$ cat config.mk
export PLATFORM = sky130hd
export DESIGN_NAME = fpu_i2f_flat
export DESIGN_NICKNAME = d
export VERILOG_FILES = /design/src/rtl/fpu_i2f_if.sv /design/src/rtl/fpu_i2f.sv /design/src/flat_wrapper.sv
export SDC_FILE = /design/constraint.sdc
export NUM_CORES = 1
export LEC_CHECK = 0
export ABC_AREA = 1
export CAP_MARGIN = 0
export CORE_UTILIZATION = 35
export CTS_CLUSTER_SIZE = 10
export DETAILED_ROUTE_END_ITERATION = 16
export PLACE_DENSITY = 0.58
export SLEW_MARGIN = 20
export SYNTH_ARGS = -nofsm -noshare
export SYNTH_HDL_FRONTEND = slang
export SYNTH_SLANG_ARGS = --single-unit
export TNS_END_PERCENT = 30
$ cat constraint.sdc
create_clock -name CLK -period 6.47 [get_ports CLK]
set_input_delay 1.294 -clock CLK [delete_from_list [all_inputs] [get_ports CLK]]
set_output_delay 1.294 -clock CLK [all_outputs]
set_load 0.01 [all_outputs]
$ cat src/rtl/fpu_i2f_if.sv
// Operand/result bundle for the int32 -> fp32 converter.
// Master drives EN/START/A; slave returns BUSY/DONE/Z (no backpressure, START ignored while BUSY).
interface fpu_i2f_if;
  logic        EN;
  logic        START;
  logic [31:0] A;
  logic        BUSY;
  logic        DONE;
  logic [31:0] Z;

  modport master (output EN, START, A, input BUSY, DONE, Z);
  modport slave  (input EN, START, A, output BUSY, DONE, Z);
endinterface

$ cat src/rtl/fpu_i2f.sv
// Signed int32 to IEEE-754 single conversion, round-to-nearest-even, one bit of normalisation per cycle.
// Latency lz+2 enabled cycles (0 for A=0); EN=0 freezes everything; START while BUSY is dropped.
module fpu_i2f (
  input  logic       CLK,
  input  logic       RESET,
  fpu_i2f_if.slave   bus
);

  typedef enum logic [1:0] {
    IDLE  = 2'd0,
    NORM  = 2'd1,
    ROUND = 2'd2
  } state_e;

  state_e      state_q, state_d;
  logic        sign_q, sign_d;
  logic [31:0] mag_q, mag_d;
  logic [7:0]  exp_q, exp_d;
  logic [31:0] z_q, z_d;
  logic        done_q, done_d;

  logic [31:0] a_mag;
  logic [22:0] frac_trunc;
  logic        guard, sticky, round_up;
  logic [23:0] frac_sum;
  logic [7:0]  exp_rnd;
  logic [22:0] frac_rnd;

  // Two's-complement negate also maps INT_MIN onto 0x80000000, which is its magnitude.
  assign a_mag      = bus.A[31] ? (~bus.A + 32'd1) : bus.A;

  assign frac_trunc = mag_q[30:8];
  assign guard      = mag_q[7];
  assign sticky     = |mag_q[6:0];
  assign round_up   = guard & (sticky | mag_q[8]);
  assign frac_sum   = {1'b0, frac_trunc} + {23'd0, round_up};
  assign exp_rnd    = exp_q + {7'd0, frac_sum[23]};
  assign frac_rnd   = frac_sum[23] ? 23'd0 : frac_sum[22:0];

  always_ff @(posedge CLK) begin
    if (RESET) begin
      state_q <= IDLE;
    end else if (bus.EN) begin
      state_q <= state_d;
    end
  end

  always_comb begin
    state_d = state_q;
    case (state_q)
      IDLE: begin
        if (bus.START && (bus.A != 32'd0)) begin
          state_d = NORM;
        end
      end
      NORM: begin
        if (mag_q[31]) begin
          state_d = ROUND;
        end
      end
      ROUND:   state_d = IDLE;
      default: state_d = IDLE;
    endcase
  end

  always_comb begin
    sign_d = sign_q;
    mag_d  = mag_q;
    exp_d  = exp_q;
    z_d    = z_q;
    done_d = 1'b0;
    case (state_q)
      IDLE: begin
        if (bus.START) begin
          if (bus.A == 32'd0) begin
            z_d    = 32'd0;
            done_d = 1'b1;
          end else begin
            sign_d = bus.A[31];
            mag_d  = a_mag;
            exp_d  = 8'd158;
          end
        end
      end
      NORM: begin
        if (!mag_q[31]) begin
          mag_d = {mag_q[30:0], 1'b0};
          exp_d = exp_q - 8'd1;
        end
      end
      ROUND: begin
        exp_d  = exp_rnd;
        z_d    = {sign_q, exp_rnd, frac_rnd};
        done_d = 1'b1;
      end
      default: begin
        done_d = 1'b0;
      end
    endcase
  end

  always_ff @(posedge CLK) begin
    if (RESET) begin
      sign_q <= 1'b0;
      mag_q  <= 32'd0;
      exp_q  <= 8'd0;
      z_q    <= 32'd0;
      done_q <= 1'b0;
    end else if (bus.EN) begin
      sign_q <= sign_d;
      mag_q  <= mag_d;
      exp_q  <= exp_d;
      z_q    <= z_d;
      done_q <= done_d;
    end
  end

  assign bus.BUSY = (state_q != IDLE);
  assign bus.DONE = done_q;
  assign bus.Z    = z_q;

endmodule

$ cat src/flat_wrapper.sv
// flat-port wrapper written by rule: the top's interface ports become plain ports
module fpu_i2f_flat 
  (CLK, RESET, bus_EN, bus_START, bus_A, bus_BUSY, bus_DONE, bus_Z);
  fpu_i2f_if bus_i ();
  input  logic CLK;
  input  logic RESET;
  input wire logic [$bits(bus_i.EN)-1:0] bus_EN;
  input wire logic [$bits(bus_i.START)-1:0] bus_START;
  input wire logic [$bits(bus_i.A)-1:0] bus_A;
  output wire logic [$bits(bus_i.BUSY)-1:0] bus_BUSY;
  output wire logic [$bits(bus_i.DONE)-1:0] bus_DONE;
  output wire logic [$bits(bus_i.Z)-1:0] bus_Z;
  assign bus_i.EN = bus_EN;
  assign bus_i.START = bus_START;
  assign bus_i.A = bus_A;
  assign bus_BUSY = bus_i.BUSY;
  assign bus_DONE = bus_i.DONE;
  assign bus_Z = bus_i.Z;
  fpu_i2f u_core (.CLK(CLK), .RESET(RESET), .bus(bus_i));
endmodule
==> impl_metrics.csv, run 1 <==
group,metric,value,unit
route,first_iter_violations,377,
finish,n_fill_cell,1737,
floorplanning,start_util,0.363,
setup_path,crit_slowest_cell,"nand2_1",
synthesis,synth-seq-cells,76,
setup_path,crit_type,"in2reg",
min_path,hold_class,"reg2reg",
setup_path,crit_buf_inv,1,
clocking,postCtsSetupBuffers,0,
setup_path,r2r_cells,7,
synthesis,yosys.area.top_type,"dfxtp_1",
clocking,h-tree-depth,3,
synthesis,netlist_area,5570,um^2
pwr,p_per_area,193,nW/um^2
min_path,min_to,"u_core.bus.Z[9]$_SDFFE_PP0P_",
synthesis,synth_compound_area_frac,0.0914,
global_route,antenna_found_initial,0,
timing,finalCritPeriodShare,0.594,
clocking,cts.root.buffer_cell,"clkbuf_16",
global_route,overflow,0,
synthesis,synth.yosys.seq_area_share,0.273,
global_route,grt_pass1_vias,5504,
synthesis,synthSimpleGateAreaFrac,0.522,
synthesis,synth_top_family_by_area,"simple AND/OR/NAND/NOR gates",
timing,slew_headroom,0.327,
clocking,ctsResizeCount,0,
synthesis,syn_inst,1002,
clocking,clkLatencyLatePin,350,ps
pwr,p_leak,2.79,nW
setup_path,cp_data_required_time,6710,ps
global_route,grt_max_degree,53,
route,wirelength,16900,um
finish,nNetsFinal,1088,
synthesis,synthAdderAreaFrac,0.0180,
clocking,path_clk_slew,60,ps
timing,worst_slew_pin_slew,1010,ps
synthesis,synth-xor-area-share,0.00943,
route,vias,6208,
placed_design,dp.cells,1244,
clocking,cts_tree,"built",
timing,hold_ws,461,ps
floorplanning,ios,70,
synthesis,synthArstFlopShare,0,
timing,clock.fmax,0.260,GHz
global_route,grt_pass1_wl,27200,um
synthesis,avgSynthCellArea,5.56,um^2
synthesis,muxShareOfSynthArea,0,
setup_path,crit_chain,"clkdlybuf4s50_1, nor2_2, nand2_1, nor2_2, nand2_4, nor2_4, nand2_2, nand2_1, nand2_1, o21ai_0, nor2_1",
setup_path,critPathLaunchType,"input pin",
timing,rsz0062_at_grt,"false",
timing,tns,0,ps
synthesis,synth_ff_type,"dfxtp_1",
finish,area.growth.synth_to_final,19.2,%
setup_path,rrSetupSlack,3210,ps
synthesis,synth_nets,1046,
route,remaining_drc_errors,0,
timing,worst_slack,2630,ps
setup_path,critPathMostFrequentCell,"nand2_1",
route,wl_per_cell,13.4,um
timing,fin_worst_skew,12.9,ps
pwr,ir_drop,0.168,mV
synthesis,synth_area_leaders,"dfxtp_1 (27%), nand2_1 (23%), nor2_1 (14%), nand3_1 (7.9%), inv_1 (5.2%)",
clocking,clk_path_buf_depth,2,
finish,fin_cells,1260,
clocking,cts_made_buffers,9,
synthesis,synth_edf_count,0,
clocking,cts_sinks,76,
placed_design,dp_hpwl,12600,um
setup_path,cp_max_fo,25,
synthesis,synth_most_common_cell,"nand2_1",
synthesis,ys_top_cells_by_count,"nand2_1 (342), nor2_1 (213), nand3_1 (88), inv_1 (77), dfxtp_1 (76)",
setup_path,endpoint_kind,"flop",
placed_design,port_buffers,69,
finish,utilization,0.432,
clocking,hold_buffers,0,
finish,drive_gt1_frac,0.0381,
setup_path,reg2reg_to,"u_core.mag_q[3]$_SDFFE_PP0P_",
setup_path,crit_cells,11,
min_path,worstHoldStart,"u_core.bus.Z[9]$_SDFFE_PP0P_",
min_path,hold_path_depth,2,
route,postRouteAntennaNets,0,
floorplanning,fp.dieH,128,um
route,vias_per_cell,4.93,
finish,n_antenna_cell,0,
placed_design,place_congestion,0.908,
global_route,grt_usage,0.212,
floorplanning,die_x,128,um
floorplanning,dieArea,16400,um^2
synthesis,yosys_warnings,0,
synthesis,netlist.area_leader.share,0.273,
synthesis,yosysUniqueCellTypes,40,
timing,setup_violations,0,
setup_path,cp.arrival,4080,ps
setup_path,cpPeakStageDelay,620,ps
setup_path,reg2reg_from,"u_core.state_q[1]$_SDFFE_PP0P_",
outcome,status,"completed",
timing,period_minus_slack,3840,ps
floorplanning,core-area,15400,um^2
flow_run,drv_cap,0,
floorplanning,core.rowCount,45,
timing,slew_viol_final,0,
timing,hold_violations,0,
route,drtPass1Iterations,8,
placed_design,post-place-ws,2220,ps
setup_path,crit_family,"simple AND/OR/NAND/NOR gates",
-- flip-flops by register name, indices dropped and copies added (netlist names) --
signal	flops
u_core.bus.Z	32
u_core.mag_q	32
u_core.exp_q	8
u_core.state_q	2
u_core.bus.DONE	1
u_core.sign_q	1
-- placed cells by master (no fill, tap or decap), types with 2 or more instances in the layout --
cell type        count
nor2_1             213
xor2_1               5
inv_1               76
clkdlybuf4s50_1     69
dfxtp_1             76
clkinv_2             3
nor2_4               2
nor3_1               8
o21bai_1             2
o21ai_0             28
nand3_2              2
nand4_1             25
o22ai_1              5
inv_2                2
nand2_1            342
clkbuf_16            9
o31ai_1              2
nand3_1             88
nand3b_1             4
buf_4                2
o211ai_1             2
a21oi_1             48
nor2_2               8
nand2_2              3
ha_1                 8
clkbuf_8             2
-- routing by layer --
layer	part of all wire	routed length, um	GRT usage
met2	0.49	8270	0.380
met3	0.046	771	0.0442
met4	0.021	352	0.0609
met1	0.44	7470	0.252
met5	0	0	0
-- cell families after synthesis --
kind of cell / after synthesis
adders and majority gates: 8
buffers and inverters: 119
DFF: 76
and+or+nand+nor: 700
AOI/OAI and AO/OA: 93
xor gates and xnor gates: 6
-- cell type report --
| type | instances | area, um^2 | area share |
|---|---|---|---|
| inverter | 79 | 297 | 0.0446 |
| clock buffer | 12 | 256 | 0.0386 |
| timing repair buffer | 71 | 706 | 0.106 |
| clock inverter | 4 | 23.8 | 0.00358 |
| sequential | 76 | 1520 | 0.229 |
| multi-input combinational | 807 | 3570 | 0.538 |
| tap | 211 | 264 | 0.0398 |
-- worst max path at each step --
stage / start / to / slack, ps
3_5_place_dp: bus_A[0] / u_core.bus.Z[25]$_SDFFE_PP0P_ / 2220
6_report: bus_A[14] / u_core.bus.Z[25]$_SDFFE_PP0P_ / 2630
4_1_cts: bus_A[0] / u_core.bus.Z[25]$_SDFFE_PP0P_ / 2580
2_1_floorplan: bus_A[0] / u_core.mag_q[3]$_SDFFE_PP0P_ / 3730
5_1_grt: bus_A[31] / u_core.bus.Z[25]$_SDFFE_PP0P_ / 2380
3_3_place_gp: bus_A[31] / u_core.bus.Z[25]$_SDFFE_PP0P_ / 2220
-- report_power, final --
group / switching, mW / internal [mW]
Sequential: 0.0330 / 0.495
Clock: 0.205 / 0.280
Combinational: 0.176 / 0.0967
Total: 0.414 / 0.871
-- worst register-to-register path: stages (launching register included) --
cell	delay, ps
dfxtp_1	330
inv_1	80
ha_1	500
inv_2	430
nand2_1	470
nand3_2	840
nor3_1	440
nor2_1	60
-- through the flow --
step	instance area [um^2]	total power, mW
final	6640	1.28
after detailed placement	6360	0.809
after global routing	6640	1.36
after global placement	6360	0.809
after CTS	6640	1.30
after floorplan	5570	0.719
Power figures use the tool's default switching activity.
==> inputs of run 2 (changes only) <==
- clock period: 6.47 -> 4 ns (I/O delays scaled with it)
==> run 2 against run 1 <==
Effect of this change:
- wire length is 1.9% higher
- sequential cell count is the same
- final cell count up 0.63%
- first-iteration DRC count increased by 15%
- register-to-register slack got worse by 2300 ps
- highest routed layer unchanged
- largest power group is now clock
==> impl_metrics.csv, run 2 (synthesis gave the netlist of run 1 again) <==
group,metric,value,unit
outcome,status,"completed",
clocking,ctsResizeCount,0,
setup_path,crit_family,"simple AND/OR/NAND/NOR gates",
route,vias_per_cell,4.91,
timing,tns,0,ps
timing,period_minus_slack,3120,ps
timing,fin_worst_skew,12.0,ps
setup_path,crit_buf_inv,1,
floorplanning,start_util,0.363,
placed_design,dp.cells,1252,
clocking,clk_path_buf_depth,2,
clocking,cts_sinks,76,
pwr,p_per_area,323,nW/um^2
clocking,path_clk_slew,60,ps
flow_run,drv_cap,0,
clocking,cts_tree,"built",
pwr,p_leak,2.84,nW
setup_path,reg2reg_from,"u_core.mag_q[10]$_SDFFE_PP0P_",
route,postRouteAntennaNets,0,
finish,fin_cells,1268,
pwr,seqPwrFrac,0.392,
placed_design,place_congestion,0.930,
placed_design,port_buffers,69,
global_route,grt_max_degree,53,
route,wl_per_cell,13.6,um
setup_path,cp.arrival,3400,ps
timing,hold_ws,462,ps
finish,nNetsFinal,1096,
floorplanning,dieArea,16400,um^2
global_route,grt_pass1_vias,6004,
timing,rsz0062_at_grt,"false",
timing,finalCritPeriodShare,0.780,
route,first_iter_violations,435,
pwr,p_int,1.52,mW
finish,n_antenna_cell,0,
global_route,antenna_found_initial,0,
floorplanning,core.rowCount,45,
timing,slew_headroom,0.481,
setup_path,critPathLaunchType,"flop",
setup_path,r2r_cells,14,
setup_path,crit_slowest_cell,"dfxtp_1",
setup_path,rrSetupSlack,880,ps
floorplanning,fp.dieH,128,um
min_path,hold_class,"reg2reg",
pwr,ir_drop,0.248,mV
clocking,h-tree-depth,3,
pwr,power.switching,0.656,mW
timing,clock.fmax,0.321,GHz
clocking,hold_buffers,0,
setup_path,cpPeakStageDelay,440,ps
floorplanning,die_x,128,um
global_route,grt_usage,0.222,
setup_path,crit_type,"reg2reg",
clocking,postCtsSetupBuffers,0,
setup_path,cp_max_fo,6,
finish,n_fill_cell,1729,
min_path,hold_path_depth,2,
pwr,p_sw_frac,0.301,
placed_design,post-place-ws,566,ps
setup_path,reg2reg_to,"u_core.exp_q[2]$_SDFFE_PP0P_",
finish,final_cell_mix,"nand2_1 (342), nor2_1 (213), nand3_1 (88)",
route,vias,6223,
clocking,clkLatencyLatePin,350,ps
timing,slew_viol_final,0,
global_route,grt_pass1_wl,28700,um
route,drtPass1Iterations,5,
setup_path,endpoint_kind,"flop",
min_path,min_to,"u_core.bus.Z[1]$_SDFFE_PP0P_",
floorplanning,ios,70,
finish,drive_gt1_frac,0.0435,
pwr,p_clk_frac,0.404,
clocking,cts_made_buffers,9,
clocking,cts.root.buffer_cell,"clkbuf_16",
route,wirelength,17200,um
floorplanning,core-area,15400,um^2
setup_path,crit_chain,"nand3_1, nor2_1, nand2_1, nor3_1, nand3_1, nor4_1, ha_1, ha_1, nor2_1, nor3_1, inv_1, o21ai_0, nor2_1, nor2_1",
route,remaining_drc_errors,0,
setup_path,critPathMostFrequentCell,"nor2_1",
finish,utilization,0.439,
finish,final_common_cell,"nand2_1",
timing,setup_violations,0,
setup_path,cp_data_required_time,4280,ps
timing,hold_violations,0,
min_path,worstHoldStart,"u_core.bus.Z[1]$_SDFFE_PP0P_",
timing,worst_slew_pin_slew,776,ps
finish,area.growth.synth_to_final,20.9,%
placed_design,dp_hpwl,13200,um
pwr,power_frac_comb,0.204,
timing,worst_slack,881,ps
global_route,overflow,0,
==> run 2: cell count changes in the layout (fill, tap and decap cells not counted), sizes merged <==
cell	change
clkinv	-3
buf	+8
bufinv	+2
clkinvlp	+1
==> run 2: cell type report <==
class / count / area (um^2) / area share
Inverter: 79 / 297 / 0.0440
Multi-Input combinational cell: 807 / 3570 / 0.530
Clock inverter: 4 / 72.6 / 0.0108
Timing Repair Buffer: 79 / 766 / 0.114
Tap cell: 211 / 264 / 0.0392
Sequential cell: 76 / 1520 / 0.226
Clock buffer: 12 / 246 / 0.0366
==> run 2: per-layer routing <==
layer | track usage | vias up | share of wire
li1 | - | 3286 | -
met1 | 0.270 | 2775 | 0.44
met2 | 0.396 | 138 | 0.50
met3 | 0.0376 | 24 | 0.046
met4 | 0.0664 | 0 | 0.019
met5 | 0 | - | 0
==> run 2: worst max path at each step <==
stage	from	endpoint	slack (ps)	depth (start not counted)
after CTS	u_core.mag_q[12]$_SDFFE_PP0P_	u_core.exp_q[2]$_SDFFE_PP0P_	900	14
after detailed placement	bus_A[0]	u_core.bus.Z[25]$_SDFFE_PP0P_	570	13
after global routing	bus_A[0]	u_core.bus.Z[25]$_SDFFE_PP0P_	600	13
after floorplan	bus_A[0]	u_core.mag_q[3]$_SDFFE_PP0P_	1750	12
final	u_core.mag_q[10]$_SDFFE_PP0P_	u_core.exp_q[2]$_SDFFE_PP0P_	880	14
after global placement	bus_A[0]	u_core.bus.Z[25]$_SDFFE_PP0P_	590	13
==> run 2: tightest hold or removal path: cells and delay by family (launching register included) <==
kind / cells / cell delay [ps]
AOI/OAI and AO/OA: 1 / 50
and+or+nand+nor: 1 / 60
DFF: 1 / 300
==> run 2: metrics by stage <==
stage	instance area (um^2)	total power, mW
finish	6740	2.18
global route	6740	2.31
CTS	6740	2.21
detailed placement	6420	1.31
global placement	6420	1.31
floorplan	5570	1.16
==> run 2: power by group through the flow <==
| stage | Sequential [mW] | Clock (mW) | Combinational, mW |
|---|---|---|---|
| final | 0.853 | 0.881 | 0.444 |
| after global routing | 0.859 | 0.940 | 0.515 |
| after CTS | 0.853 | 0.905 | 0.447 |
| after detailed placement | 0.870 | 0 | 0.445 |
| after global placement | 0.870 | 0 | 0.443 |
| after floorplan | 0.848 | 0 | 0.314 |
==> inputs of run 3 (changes only) <==
- clock period: 4 -> 3 ns (I/O delays scaled with it)
==> run 3 against run 2 <==
Effect of this change:
- non-clock buffer count rose by 21
- worst hold slack improved by 0.64 ps
- core utilization rose by 1.1 points
- clock skew fell by 4.1 ps
- critical endpoint is now u_core.exp_q[4]$_SDFFE_PP0P_
- critical path depth rose by 2
- cell area rose by 2.5%
- highest routed layer unchanged
==> impl_metrics.csv, run 3 (synthesis gave the netlist of run 1 again) <==
group,metric,value,unit
outcome,status,"completed",
floorplanning,core-area,15400,um^2
floorplanning,ios,70,
clocking,path_clk_slew,60,ps
placed_design,dp.cells,1273,
finish,final_common_cell,"nand2_1",
floorplanning,die_x,128,um
setup_path,crit_type,"reg2reg",
clocking,clkLatencyLatePin,350,ps
pwr,p_int,1.99,mW
finish,design_area,6910,um^2
pwr,p_leak,2.95,nW
setup_path,cpPeakStageDelay,400,ps
clocking,clk_path_buf_depth,2,
global_route,antenna_found_initial,0,
floorplanning,start_util,0.363,
setup_path,crit_buf_inv,2,
placed_design,port_buffers,69,
pwr,total_power,2.89,mW
timing,slew_viol_final,0,
min_path,hold_class,"reg2reg",
global_route,overflow,0,
finish,fin_cells,1289,
finish,area.growth.synth_to_final,24.0,%
floorplanning,core.rowCount,45,
pwr,power_frac_comb,0.219,
route,vias_per_cell,4.91,
global_route,grt_pass1_vias,5831,
timing,slew_headroom,0.613,
route,wirelength,17500,um
route,drtPass1Iterations,5,
placed_design,place_congestion,0.961,
timing,clock.fmax,0.364,GHz
pwr,p_per_area,419,nW/um^2
finish,nNetsFinal,1117,
finish,n_antenna_cell,0,
timing,worst_slew_pin_slew,577,ps
timing,setup_violations,0,
finish,drive_gt1_frac,0.0622,
placed_design,postPlaceCellArea,6600,um^2
timing,rsz0062_at_grt,"false",
route,wl_per_cell,13.6,um
global_route,grt_pass1_wl,28400,um
flow_run,drv_cap,0,
clocking,cts_made_buffers,9,
setup_path,crit_chain,"nand2_1, nor2_1, nand2_1, nor3_1, nand3_1, nor4_1, buf_4, ha_1, ha_1, nand2_1, inv_1, nand3_1, nand3_1, o31ai_1, nor2_1, nor2_1",
setup_path,reg2reg_from,"u_core.mag_q[15]$_SDFFE_PP0P_",
route,first_iter_violations,411,
global_route,grt_max_degree,53,
floorplanning,dieArea,16400,um^2
route,remaining_drc_errors,0,
route,vias,6328,
placed_design,dp_hpwl,13400,um
setup_path,crit_slowest_cell,"dfxtp_1",
clocking,hold_buffers,0,
min_path,worstHoldStart,"u_core.bus.Z[2]$_SDFFE_PP0P_",
timing,hold_violations,0,
clocking,h-tree-depth,3,
setup_path,crit_family,"simple AND/OR/NAND/NOR gates",
setup_path,crit_start,"u_core.mag_q[15]$_SDFFE_PP0P_",
timing,period_minus_slack,2750,ps
pwr,ir_drop,0.318,mV
pwr,power.switching,0.902,mW
timing,fin_worst_skew,7.93,ps
setup_path,cp_data_required_time,3250,ps
clocking,cts_sinks,76,
timing,tns,0,ps
global_route,grt_usage,0.220,
finish,final_cell_mix,"nand2_1 (342), nor2_1 (213), nand3_1 (88)",
pwr,p_clk_frac,0.391,
route,postRouteAntennaNets,0,
floorplanning,fp.dieH,128,um
setup_path,cp.arrival,3000,ps
clocking,cts.root.buffer_cell,"clkbuf_16",
setup_path,endpoint_kind,"flop",
timing,hold_ws,463,ps
setup_path,cp_max_fo,4,
timing,finalCritPeriodShare,0.917,
pwr,seqPwrFrac,0.390,
clocking,ctsResizeCount,0,
clocking,postCtsSetupBuffers,0,
clocking,cts_tree,"built",
setup_path,critPathLaunchType,"flop",
pwr,p_sw_frac,0.312,
## run 3: final cells by class
type,count,area [um^2]
Fill cell,1772,8460
Multi-Input combinational cell,807,3570
Sequential cell,76,1520
Timing Repair Buffer,100,948
Inverter,79,297
Tap cell,211,264
Clock buffer,13,260
Clock inverter,3,45.0
## run 3: worst reg2reg max path, stage by stage, from the launching register on
cell and delay [ps]:
dfxtp_1 400, nand2_1 110, nor2_1 260, nand2_1 130, nor3_1 170, nand3_1 100
nor4_1 260, buf_4 170, ha_1 210, ha_1 250, nand2_1 90, inv_1 90
nand3_1 70, nand3_1 120, o31ai_1 80, nor2_1 110, nor2_1 50
## run 3: power groups by stage
stage | logic (mW) | clock network [mW] | registers [mW]
2_1_floorplan | 0.419 | 0 | 1.13
3_3_place_gp | 0.631 | 0 | 1.15
3_5_place_dp | 0.633 | 0 | 1.15
4_1_cts | 0.636 | 1.16 | 1.13
5_1_grt | 0.719 | 1.20 | 1.13
6_report | 0.634 | 1.13 | 1.13
## run 3: through the flow
step                      setup WS (ps)   util
final                               250  0.449
after global routing               46.0  0.449
after CTS                           303  0.449
after detailed placement            258  0.430
after global placement              296  0.430
after floorplan                     780      -
## run 3: path summary, 6_finish.rpt
check | endpoint | depth (start not counted) | slack (ps)
max | u_core.exp_q[4]$_SDFFE_PP0P_ | 16 | 250
min | u_core.bus.Z[2]$_SDFFE_PP0P_ | 2 | 460
max reg2reg | u_core.exp_q[4]$_SDFFE_PP0P_ | 16 | 250
min reg2reg | u_core.bus.Z[2]$_SDFFE_PP0P_ | 2 | 460
## run 3: layer usage
layer | vias up | part of all wire | GRT usage
met5 | - | 0 | 0
met4 | 0 | 0.037 | 0.0983
met3 | 38 | 0.046 | 0.0409
met2 | 150 | 0.47 | 0.375
met1 | 2816 | 0.44 | 0.268
li1 | 3324 | - | -
